[src/rtl/router_pkg.sv]
`default_nettype none
// ============================================================================
//  Module      : router_pkg
//  Description : Shared types and helpers for the 1-to-N packet router.
//                Holds the FSM state encoding, header field width helpers
//                and the default stale-FIFO flush threshold.
//  Revision    : 1.0 - initial release
// ============================================================================
package router_pkg;

    typedef enum logic [1:0] {
        IDLE  = 2'd0,
        LOAD  = 2'd1,
        CHECK = 2'd2,
        DROP  = 2'd3
    } state_t;

    localparam int DEFAULT_TIMEOUT = 30;

    // Width of the address field in the header byte.
    function automatic int addr_w_f(input int num_ch);
        return (num_ch > 1) ? $clog2(num_ch) : 1;
    endfunction

    // Width of the LEN field, i.e. everything above the address bits.
    function automatic int len_w_f(input int data_w, input int num_ch);
        return data_w - addr_w_f(num_ch);
    endfunction

endpackage
`default_nettype wire

[src/rtl/router_1xn_if.sv]
`default_nettype none
// ============================================================================
//  Module      : router_1xn_if
//  Description : Source and destination side signals of the 1-to-N router.
//                master : packet source / destination agents (drives
//                         data_in, pkt_vld, read_eb)
//                slave  : the router itself
//                Ports  : data_in, pkt_vld, busy, error, drop, read_eb,
//                         data_out (channel c at [c*DATA_W +: DATA_W]), vld_out
//  Revision    : 1.0 - initial release
// ============================================================================
interface router_1xn_if #(
    parameter int DATA_W = 8,
    parameter int NUM_CH = 3
);
    logic [DATA_W-1:0]        data_in;
    logic                     pkt_vld;
    logic                     busy;
    logic                     error;
    logic                     drop;
    logic [NUM_CH-1:0]        read_eb;
    logic [NUM_CH*DATA_W-1:0] data_out;
    logic [NUM_CH-1:0]        vld_out;

    modport master (
        output data_in, pkt_vld, read_eb,
        input  busy, error, drop, data_out, vld_out
    );

    modport slave (
        input  data_in, pkt_vld, read_eb,
        output busy, error, drop, data_out, vld_out
    );
endinterface
`default_nettype wire

[src/rtl/router_fifo.sv]
`default_nettype none
// ============================================================================
//  Module      : router_fifo
//  Description : First-word-fall-through FIFO for one router channel.
//                rd_data shows the head word while non-empty, 0 when empty.
//                Ports: clk, rst (sync, active-high), wr_en/wr_data,
//                rd_en (ignored when empty), flush (empties the FIFO),
//                rd_data, full, empty.
//  Revision    : 1.0 - initial release
// ============================================================================
module router_fifo #(
    parameter int DATA_W     = 8,
    parameter int FIFO_DEPTH = 16
) (
    input  wire               clk,
    input  wire               rst,
    input  wire               wr_en,
    input  wire  [DATA_W-1:0] wr_data,
    input  wire               rd_en,
    input  wire               flush,
    output logic [DATA_W-1:0] rd_data,
    output logic              full,
    output logic              empty
);
    localparam int PTR_W = $clog2(FIFO_DEPTH);

    logic [DATA_W-1:0] mem_q [FIFO_DEPTH];
    logic [PTR_W:0]    wr_ptr_q, wr_ptr_d;
    logic [PTR_W:0]    rd_ptr_q, rd_ptr_d;
    logic [PTR_W:0]    w_wr_base;
    logic              w_do_wr;
    logic              w_do_rd;

    assign empty = (wr_ptr_q == rd_ptr_q);
    assign full  = (wr_ptr_q[PTR_W] != rd_ptr_q[PTR_W]) &&
                   (wr_ptr_q[PTR_W-1:0] == rd_ptr_q[PTR_W-1:0]);

    // A flush empties the FIFO; a write in the same cycle lands in the
    // freshly emptied storage so a new header is never lost.
    assign w_do_wr = wr_en && (flush || !full);
    assign w_do_rd = rd_en && !empty && !flush;

    always_comb begin
        w_wr_base = flush ? '0 : wr_ptr_q;
        wr_ptr_d  = w_wr_base + {{PTR_W{1'b0}}, w_do_wr};
        rd_ptr_d  = flush ? '0 : rd_ptr_q + {{PTR_W{1'b0}}, w_do_rd};
    end

    always_ff @(posedge clk) begin
        if (rst) begin
            wr_ptr_q <= '0;
            rd_ptr_q <= '0;
        end else begin
            wr_ptr_q <= wr_ptr_d;
            rd_ptr_q <= rd_ptr_d;
        end
    end

    always_ff @(posedge clk) begin
        if (w_do_wr) begin
            mem_q[w_wr_base[PTR_W-1:0]] <= wr_data;
        end
    end

    assign rd_data = empty ? '0 : mem_q[rd_ptr_q[PTR_W-1:0]];

endmodule
`default_nettype wire

[src/rtl/router_1xn.sv]
`default_nettype none
// ============================================================================
//  Module      : router_1xn
//  Description : Parametrised 1-to-N byte-serial packet router. Packets
//                (header, LEN payload bytes, parity byte) are steered into
//                one of NUM_CH FWFT FIFOs by the header address; invalid
//                addresses are discarded with a drop pulse and parity
//                mismatches raise a sticky error.
//                Ports: clock, reset (sync, active-high), bus (slave modport
//                of router_1xn_if).
//                Optional build macro ROUTER_SOFT_RESET_EN: per-channel
//                stale-FIFO flush after TIMEOUT cycles without a read.
//  Revision    : 1.0 - initial release
// ============================================================================
module router_1xn
    import router_pkg::*;
#(
    parameter int DATA_W     = 8,
    parameter int NUM_CH     = 3,
    parameter int FIFO_DEPTH = 16,
    parameter int TIMEOUT    = DEFAULT_TIMEOUT
) (
    input wire           clock,
    input wire           reset,
    router_1xn_if.slave  bus
);
    localparam int ADDR_W = addr_w_f(NUM_CH);
    localparam int LEN_W  = len_w_f(DATA_W, NUM_CH);
    // LEN+1 reaches 2^LEN_W, so one extra bit keeps the counter from wrapping.
    localparam int CNT_W  = LEN_W + 1;

    state_t              state_q, state_d;
    logic [ADDR_W-1:0]   addr_q, addr_d;
    logic [CNT_W-1:0]    cnt_q, cnt_d;
    logic [DATA_W-1:0]   par_q, par_d;
    logic [DATA_W-1:0]   pbyte_q, pbyte_d;
    logic                error_q, error_d;
    logic                drop_q, drop_d;

    logic [ADDR_W-1:0]   w_hdr_addr;
    logic [LEN_W-1:0]    w_hdr_len;
    logic                w_hdr_ok;
    logic                w_hdr_full;
    logic                w_load_full;
    logic                w_load_flush;
    logic                w_busy;
    logic                w_accept;
    logic                w_wr_any;
    logic [ADDR_W-1:0]   w_wr_addr;
    logic [NUM_CH-1:0]   w_wr_en;
    logic [NUM_CH-1:0]   w_full;
    logic [NUM_CH-1:0]   w_empty;
    logic [NUM_CH-1:0]   w_flush;
    logic [DATA_W-1:0]   w_rd_data [NUM_CH];

    assign w_hdr_addr = bus.data_in[ADDR_W-1:0];
    assign w_hdr_len  = bus.data_in[DATA_W-1:ADDR_W];
    assign w_hdr_ok   = (32'(w_hdr_addr) < NUM_CH);
    assign w_wr_addr  = (state_q == IDLE) ? w_hdr_addr : addr_q;

    // Per-channel status selected by the header address (IDLE) and by the
    // latched address of the packet being loaded.
    always_comb begin
        w_hdr_full   = 1'b0;
        w_load_full  = 1'b0;
        w_load_flush = 1'b0;
        for (int c = 0; c < NUM_CH; c++) begin
            if (w_hdr_addr == ADDR_W'(c)) w_hdr_full = w_full[c];
            if (addr_q == ADDR_W'(c)) begin
                w_load_full  = w_full[c];
                w_load_flush = w_flush[c];
            end
        end
    end

    always_comb begin
        w_wr_en = '0;
        for (int c = 0; c < NUM_CH; c++) begin
            w_wr_en[c] = w_wr_any && (w_wr_addr == ADDR_W'(c));
        end
    end

    // Full is sampled before any same-cycle pop, so a full FIFO being read
    // still stalls the source for that cycle.
    always_comb begin
        w_busy = 1'b0;
        case (state_q)
            IDLE:    w_busy = bus.pkt_vld && w_hdr_ok && w_hdr_full;
            LOAD:    w_busy = bus.pkt_vld && w_load_full;
            CHECK:   w_busy = 1'b1;
            DROP:    w_busy = 1'b0;
            default: w_busy = 1'b0;
        endcase
        if (reset) w_busy = 1'b0;
    end

    assign w_accept = bus.pkt_vld && !w_busy;

    always_comb begin
        state_d  = state_q;
        addr_d   = addr_q;
        cnt_d    = cnt_q;
        par_d    = par_q;
        pbyte_d  = pbyte_q;
        error_d  = error_q;
        drop_d   = 1'b0;
        w_wr_any = 1'b0;
        case (state_q)
            IDLE: begin
                if (w_accept) begin
                    cnt_d = CNT_W'(w_hdr_len) + CNT_W'(1);
                    if (w_hdr_ok) begin
                        w_wr_any = 1'b1;
                        addr_d   = w_hdr_addr;
                        par_d    = bus.data_in;
                        error_d  = 1'b0;
                        state_d  = LOAD;
                    end else begin
                        drop_d  = 1'b1;
                        state_d = DROP;
                    end
                end
            end
            LOAD: begin
                if (w_load_flush) begin
                    // Our FIFO is being flushed: discard the rest of the packet.
                    state_d = DROP;
                    if (w_accept) begin
                        cnt_d = cnt_q - CNT_W'(1);
                        if (cnt_q == CNT_W'(1)) state_d = IDLE;
                    end
                end else if (w_accept) begin
                    w_wr_any = 1'b1;
                    cnt_d    = cnt_q - CNT_W'(1);
                    if (cnt_q == CNT_W'(1)) begin
                        pbyte_d = bus.data_in;
                        state_d = CHECK;
                    end else begin
                        par_d = par_q ^ bus.data_in;
                    end
                end
            end
            CHECK: begin
                state_d = IDLE;
                if (!w_load_flush) error_d = (par_q != pbyte_q);
            end
            DROP: begin
                if (w_accept) begin
                    cnt_d = cnt_q - CNT_W'(1);
                    if (cnt_q == CNT_W'(1)) state_d = IDLE;
                end
            end
            default: state_d = IDLE;
        endcase
    end

    always_ff @(posedge clock) begin
        if (reset) begin
            state_q <= IDLE;
            addr_q  <= '0;
            cnt_q   <= '0;
            par_q   <= '0;
            pbyte_q <= '0;
            error_q <= 1'b0;
            drop_q  <= 1'b0;
        end else begin
            state_q <= state_d;
            addr_q  <= addr_d;
            cnt_q   <= cnt_d;
            par_q   <= par_d;
            pbyte_q <= pbyte_d;
            error_q <= error_d;
            drop_q  <= drop_d;
        end
    end

    assign bus.busy  = w_busy;
    assign bus.error = error_q;
    assign bus.drop  = drop_q;

    for (genvar c = 0; c < NUM_CH; c++) begin : g_ch
        router_fifo #(
            .DATA_W     (DATA_W),
            .FIFO_DEPTH (FIFO_DEPTH)
        ) u_fifo (
            .clk     (clock),
            .rst     (reset),
            .wr_en   (w_wr_en[c]),
            .wr_data (bus.data_in),
            .rd_en   (bus.read_eb[c]),
            .flush   (w_flush[c]),
            .rd_data (w_rd_data[c]),
            .full    (w_full[c]),
            .empty   (w_empty[c])
        );
        assign bus.data_out[c*DATA_W +: DATA_W] = w_rd_data[c];
        assign bus.vld_out[c]                   = ~w_empty[c];
    end

`ifdef ROUTER_SOFT_RESET_EN
    localparam int TMO_W = $clog2(TIMEOUT + 1);

    for (genvar c = 0; c < NUM_CH; c++) begin : g_tmo
        logic [TMO_W-1:0] tmo_q, tmo_d;

        // Counts cycles a non-empty FIFO goes unread; restarts on any read,
        // when empty, and on the flush itself.
        always_comb begin
            if (w_empty[c] || bus.read_eb[c] || w_flush[c]) begin
                tmo_d = '0;
            end else begin
                tmo_d = tmo_q + TMO_W'(1);
            end
        end

        always_ff @(posedge clock) begin
            if (reset) tmo_q <= '0;
            else       tmo_q <= tmo_d;
        end

        assign w_flush[c] = (32'(tmo_q) == TIMEOUT);
    end
`else
    logic w_unused_timeout;
    assign w_unused_timeout = (TIMEOUT != 0);
    assign w_flush          = '0;
`endif

endmodule
`default_nettype wire

[src/flat_wrapper.sv]
// flat-port wrapper written by rule: the top's interface ports become plain ports
module router_1xn_flat import router_pkg::*;
#(
    parameter int DATA_W     = 8,
    parameter int NUM_CH     = 3,
    parameter int FIFO_DEPTH = 16,
    parameter int TIMEOUT    = DEFAULT_TIMEOUT
)
  (clock, reset, bus_data_in, bus_pkt_vld, bus_read_eb, bus_busy, bus_error, bus_drop, bus_data_out, bus_vld_out);
  router_1xn_if #(.DATA_W(DATA_W), .NUM_CH(NUM_CH)) bus_i ();
  input wire clock;
  input wire reset;
  input wire logic [$bits(bus_i.data_in)-1:0] bus_data_in;
  input wire logic [$bits(bus_i.pkt_vld)-1:0] bus_pkt_vld;
  input wire logic [$bits(bus_i.read_eb)-1:0] bus_read_eb;
  output wire logic [$bits(bus_i.busy)-1:0] bus_busy;
  output wire logic [$bits(bus_i.error)-1:0] bus_error;
  output wire logic [$bits(bus_i.drop)-1:0] bus_drop;
  output wire logic [$bits(bus_i.data_out)-1:0] bus_data_out;
  output wire logic [$bits(bus_i.vld_out)-1:0] bus_vld_out;
  assign bus_i.data_in = bus_data_in;
  assign bus_i.pkt_vld = bus_pkt_vld;
  assign bus_i.read_eb = bus_read_eb;
  assign bus_busy = bus_i.busy;
  assign bus_error = bus_i.error;
  assign bus_drop = bus_i.drop;
  assign bus_data_out = bus_i.data_out;
  assign bus_vld_out = bus_i.vld_out;
  router_1xn #(.DATA_W(DATA_W), .NUM_CH(NUM_CH), .FIFO_DEPTH(FIFO_DEPTH), .TIMEOUT(TIMEOUT)) u_core (.clock(clock), .reset(reset), .bus(bus_i));
endmodule
[config.mk]
export PLATFORM = sky130hd
export DESIGN_NAME = router_1xn_flat
export DESIGN_NICKNAME = d
export VERILOG_FILES = /design/src/rtl/router_pkg.sv /design/src/rtl/router_1xn_if.sv /design/src/rtl/router_fifo.sv /design/src/rtl/router_1xn.sv /design/src/flat_wrapper.sv
export SDC_FILE = /design/constraint.sdc
export NUM_CORES = 1
export LEC_CHECK = 0
export ABC_CLOCK_PERIOD_IN_PS = 3800
export BUFFER_PORTS_ARGS = -buffer_cell sky130_fd_sc_hd__buf_2
export CAP_MARGIN = 20
export CORE_UTILIZATION = 45
export CTS_CLUSTER_SIZE = 28
export DETAILED_ROUTE_END_ITERATION = 7
export PLACE_DENSITY_LB_ADDON = 0.12
export SYNTH_ARGS = -nofsm -noshare
export SYNTH_HDL_FRONTEND = slang
export SYNTH_SLANG_ARGS = --single-unit
[constraint.sdc]
create_clock -name clock -period 3.8 [get_ports clock]
set_input_delay 0.19 -clock clock [delete_from_list [all_inputs] [get_ports clock]]
set_output_delay 0.19 -clock clock [all_outputs]
set_load 0.05 [all_outputs]
==> reports/results.txt <==
global-route wire length before repair = 60.3 mm
final period utilization = 85.2%
slew of the pin with the lowest slew margin = 0.918 ns
number of violations of the max-capacitance limit = 0
minimum clock period = 3.24 ns
clock input transition at the sequential cells of the worst setup and hold paths = 0.06 ns
combined area of all synthesized cells = 0.0183 mm^2
sequential area share after synthesis = 69.6%
met3 capacity usage during global routing = 2.64%
CP max FO = 33
# DRC = 0
remaining antenna violation count after routing = 0
placer's final routability congestion estimate = 0.797
Final #Nets = 1139
cell-by-cell listing of the critical path = buf_4, mux4_2, mux4_2, nor2b_1, buf_2
die outline height = 204 um
Max stage delay on crit path = 0.64 ns
Via density = 5.57
maximum clock skew at final layout = 0.0160 ns
Area growth, synth to finish = 13.9%
total global-route track usage = 19.7%
detailed placer's ending HPWL = 24.7 mm
layout cells sized above 1 = 27.8%
First-pass DRT Iterations = 5
hold buffer count at CTS = 0
largest net degree at the start of global routing = 49
cell types with the highest counts after synthesis = edfxtp_1, mux4_2, dfxtp_1, nor2_1, nor2b_1
number of global-route vias before repair = 9527
antenna diode instance count = 0
flip-flop and latch count after synthesis = 443
Cell Area, Placed = 0.0194 mm^2
CTS root buf = clkbuf_16
area share of the largest cell type after synthesis = 63.1%
row count = 73
count of buffers from port buffering = 43
synthesized netlist net count = 1046
total CTS buffers = 45
P per Cell Area = 516 mW/mm^2
post-synthesis mux area share = 15.5%
gate count after technology mapping = 1017
dominant cell by count in the synthesized netlist = edfxtp_1
Compound-Gate Fraction of Synth Area = 2.68%
antenna violations before repair = 0
prevailing post-synth register cell = edfxtp_1
maximum vdd drop = 0.418 mV
kind of critical path = register to output pin
met2 capacity usage during global routing = 31.5%
buffers inserted during post-CTS setup optimization = 0
yosys synthesis warning count = 0
category of the worst setup path launch point = register
number of distinct library cell variants in the gate-level netlist after synthesis = 64
most utilized layer in the global route result = met2
met1 Use GR = 28.8%
post-route cell area = 0.0208 mm^2
Max transition margin = 38.6%
final WL = 39.4 mm
fin util = 52.2%
Core ar. = 0.0399 mm^2
CP max stage cell = mux4_2
CTS Buffer Depth = 3
Critical Path AT = 3.05 ns
Post-Syn Area per Cell = 18.0 um^2
clock tree from TritonCTS = yes
area of the die = 0.0414 mm^2
asr flop ratio synth = 0%
setup TNS after final layout = 0 ns
leakage dissipation = 6.78 nW
dominant cells by area after synthesis = edfxtp_1, mux4_2, dfxtp_1, xor2_1, nor2b_1
first-iteration detailed-routing DRC count = 702
number of enable flip-flop cells after synthesis = 384
synthesized-area fraction occupied by xor and xnor cells = 2.16%
number of vias after detailed routing = 9305
chip width = 204 um
adder and majority gate portion of the synthesized area = 1.03%
Final Setup Violations = 0
# IOs = 44
Crit path max-delay family = multiplexers
critical path data required time = 3.61 ns
post-layout total power = 10.7 mW
largest family of logic cells by synthesized area = multiplexers
final hold viol count = 0
average wire per cell in the routed design = 23.6 um
kind of capture point of the worst setup path = output pin
cts repair resizes = 0
clock sink total = 443
HP Class = input port to register
library cell with the largest summed area after synthesis = edfxtp_1
highest achievable clock rate = 309 MHz
total gr overflow = 0
unrepaired setup endpoints after global routing = no
run status = complete, no violations
post-synthesis simple-gate area fraction = 7.04%
CP bufs+invs = 2
clock insertion delay at the later pin of the skew report = 0.57 ns
# H-tree levels = 2
Final Slew Violations = 0
most repeated library cell on the critical path = mux4_2
starting density of the core = 45.8%
layout make-up:
class | instances | area (um^2)
multi-input cells | 495 | 5250
inverters | 17 | 66.3
clock buffers | 58 | 1220
flip-flops and latches | 443 | 12700
fillers | 3211 | 19100
clock inverters | 25 | 216
well taps | 525 | 657
repair buffers | 108 | 703
path summary, 6_finish.rpt:
| path | cells past startpoint | end | start | slack [ns] |
|---|---|---|---|---|
| setup / recovery | 5 | bus_data_out[16] | u_core.g_ch[2].u_fifo.rd_ptr_q[0] | 0.56 |
| hold / removal | 3 | u_core.addr_q[1] | bus_data_in[1] | 0.05 |
| setup reg to reg | 12 | u_core.g_ch[2].u_fifo.wr_ptr_q[4] | u_core.g_ch[0].u_fifo.wr_ptr_q[1] | 0.72 |
| hold reg to reg | 2 | u_core.cnt_q[3] | u_core.cnt_q[3] | 0.50 |
state kept, by name (all words and copies together) (netlist names), 2 cells and up:
register,flops
u_core.addr_q,2
u_core.cnt_q,7
u_core.g_ch.u_fifo.mem_q,384
u_core.g_ch.u_fifo.rd_ptr_q,15
u_core.g_ch.u_fifo.wr_ptr_q,15
u_core.par_q,8
u_core.pbyte_q,8
u_core.state_q,2
where the power goes:
group	leakage [nW]	switching [mW]	total (mW)	internal [mW]
clock	0.698	1.83	4.30	2.47
sequential	3.93	0.0408	5.37	5.33
combinational	2.15	0.677	1.08	0.402
layer usage:
metal / share of wire, % / up-vias
met5: 0 / -
met1: 47 / 4837
met2: 48 / 185
li1: - / 4234
met3: 3.9 / 49
met4: 1.6 / 0
cell families after synthesis:
logic type | count (synthesis)
flip-flops | 443
AND/OR/NAND/NOR | 232
multiplexers | 133
buffers and inverters | 79
AO/OA/AOI/OAI | 70
XOR/XNOR | 45
adder cells (fa/ha/maj) | 15
stage by stage:
stage	hold slack [ns]	setup WS, ns	cells
floorplan	0.289	0.887	1017
CTS	0.0154	0.483	1671
finish	0.0542	0.564	1671
global placement	0.493	0.784	1588
detailed placement	0.492	0.734	1588
global route	0.0717	0.422	1671
tightest hold or removal path, delay by kind of cell:
family	cells	cell delay [ns]
AO/OA/AOI/OAI	1	0.05
buffers and inverters	1	0.21
AND/OR/NAND/NOR	1	0.10
placed cells by master, fill, tap and decap left out, types with 10 or more instances in the layout:
cell | Yosys | routed
o21ai_0 | 16 | 16
nor3_1 | 29 | 29
nor2_1 | 56 | 56
clkbuf_16 | 0 | 46
edfxtp_1 | 384 | 384
dfxtp_1 | 59 | 56
nor2b_1 | 41 | 41
a21oi_1 | 15 | 15
inv_1 | 15 | 15
nand2b_1 | 13 | 13
clkinv_1 | 1 | 13
mux4_2 | 120 | 120
mux2i_1 | 13 | 13
buf_4 | 1 | 65
nand3_1 | 19 | 19
xnor2_1 | 15 | 15
nand2_1 | 26 | 26
clkbuf_1 | 27 | 10
xor2_1 | 30 | 30
ha_1 | 15 | 15
buf_2 | 18 | 43
(Power assumes the default switching activity.)
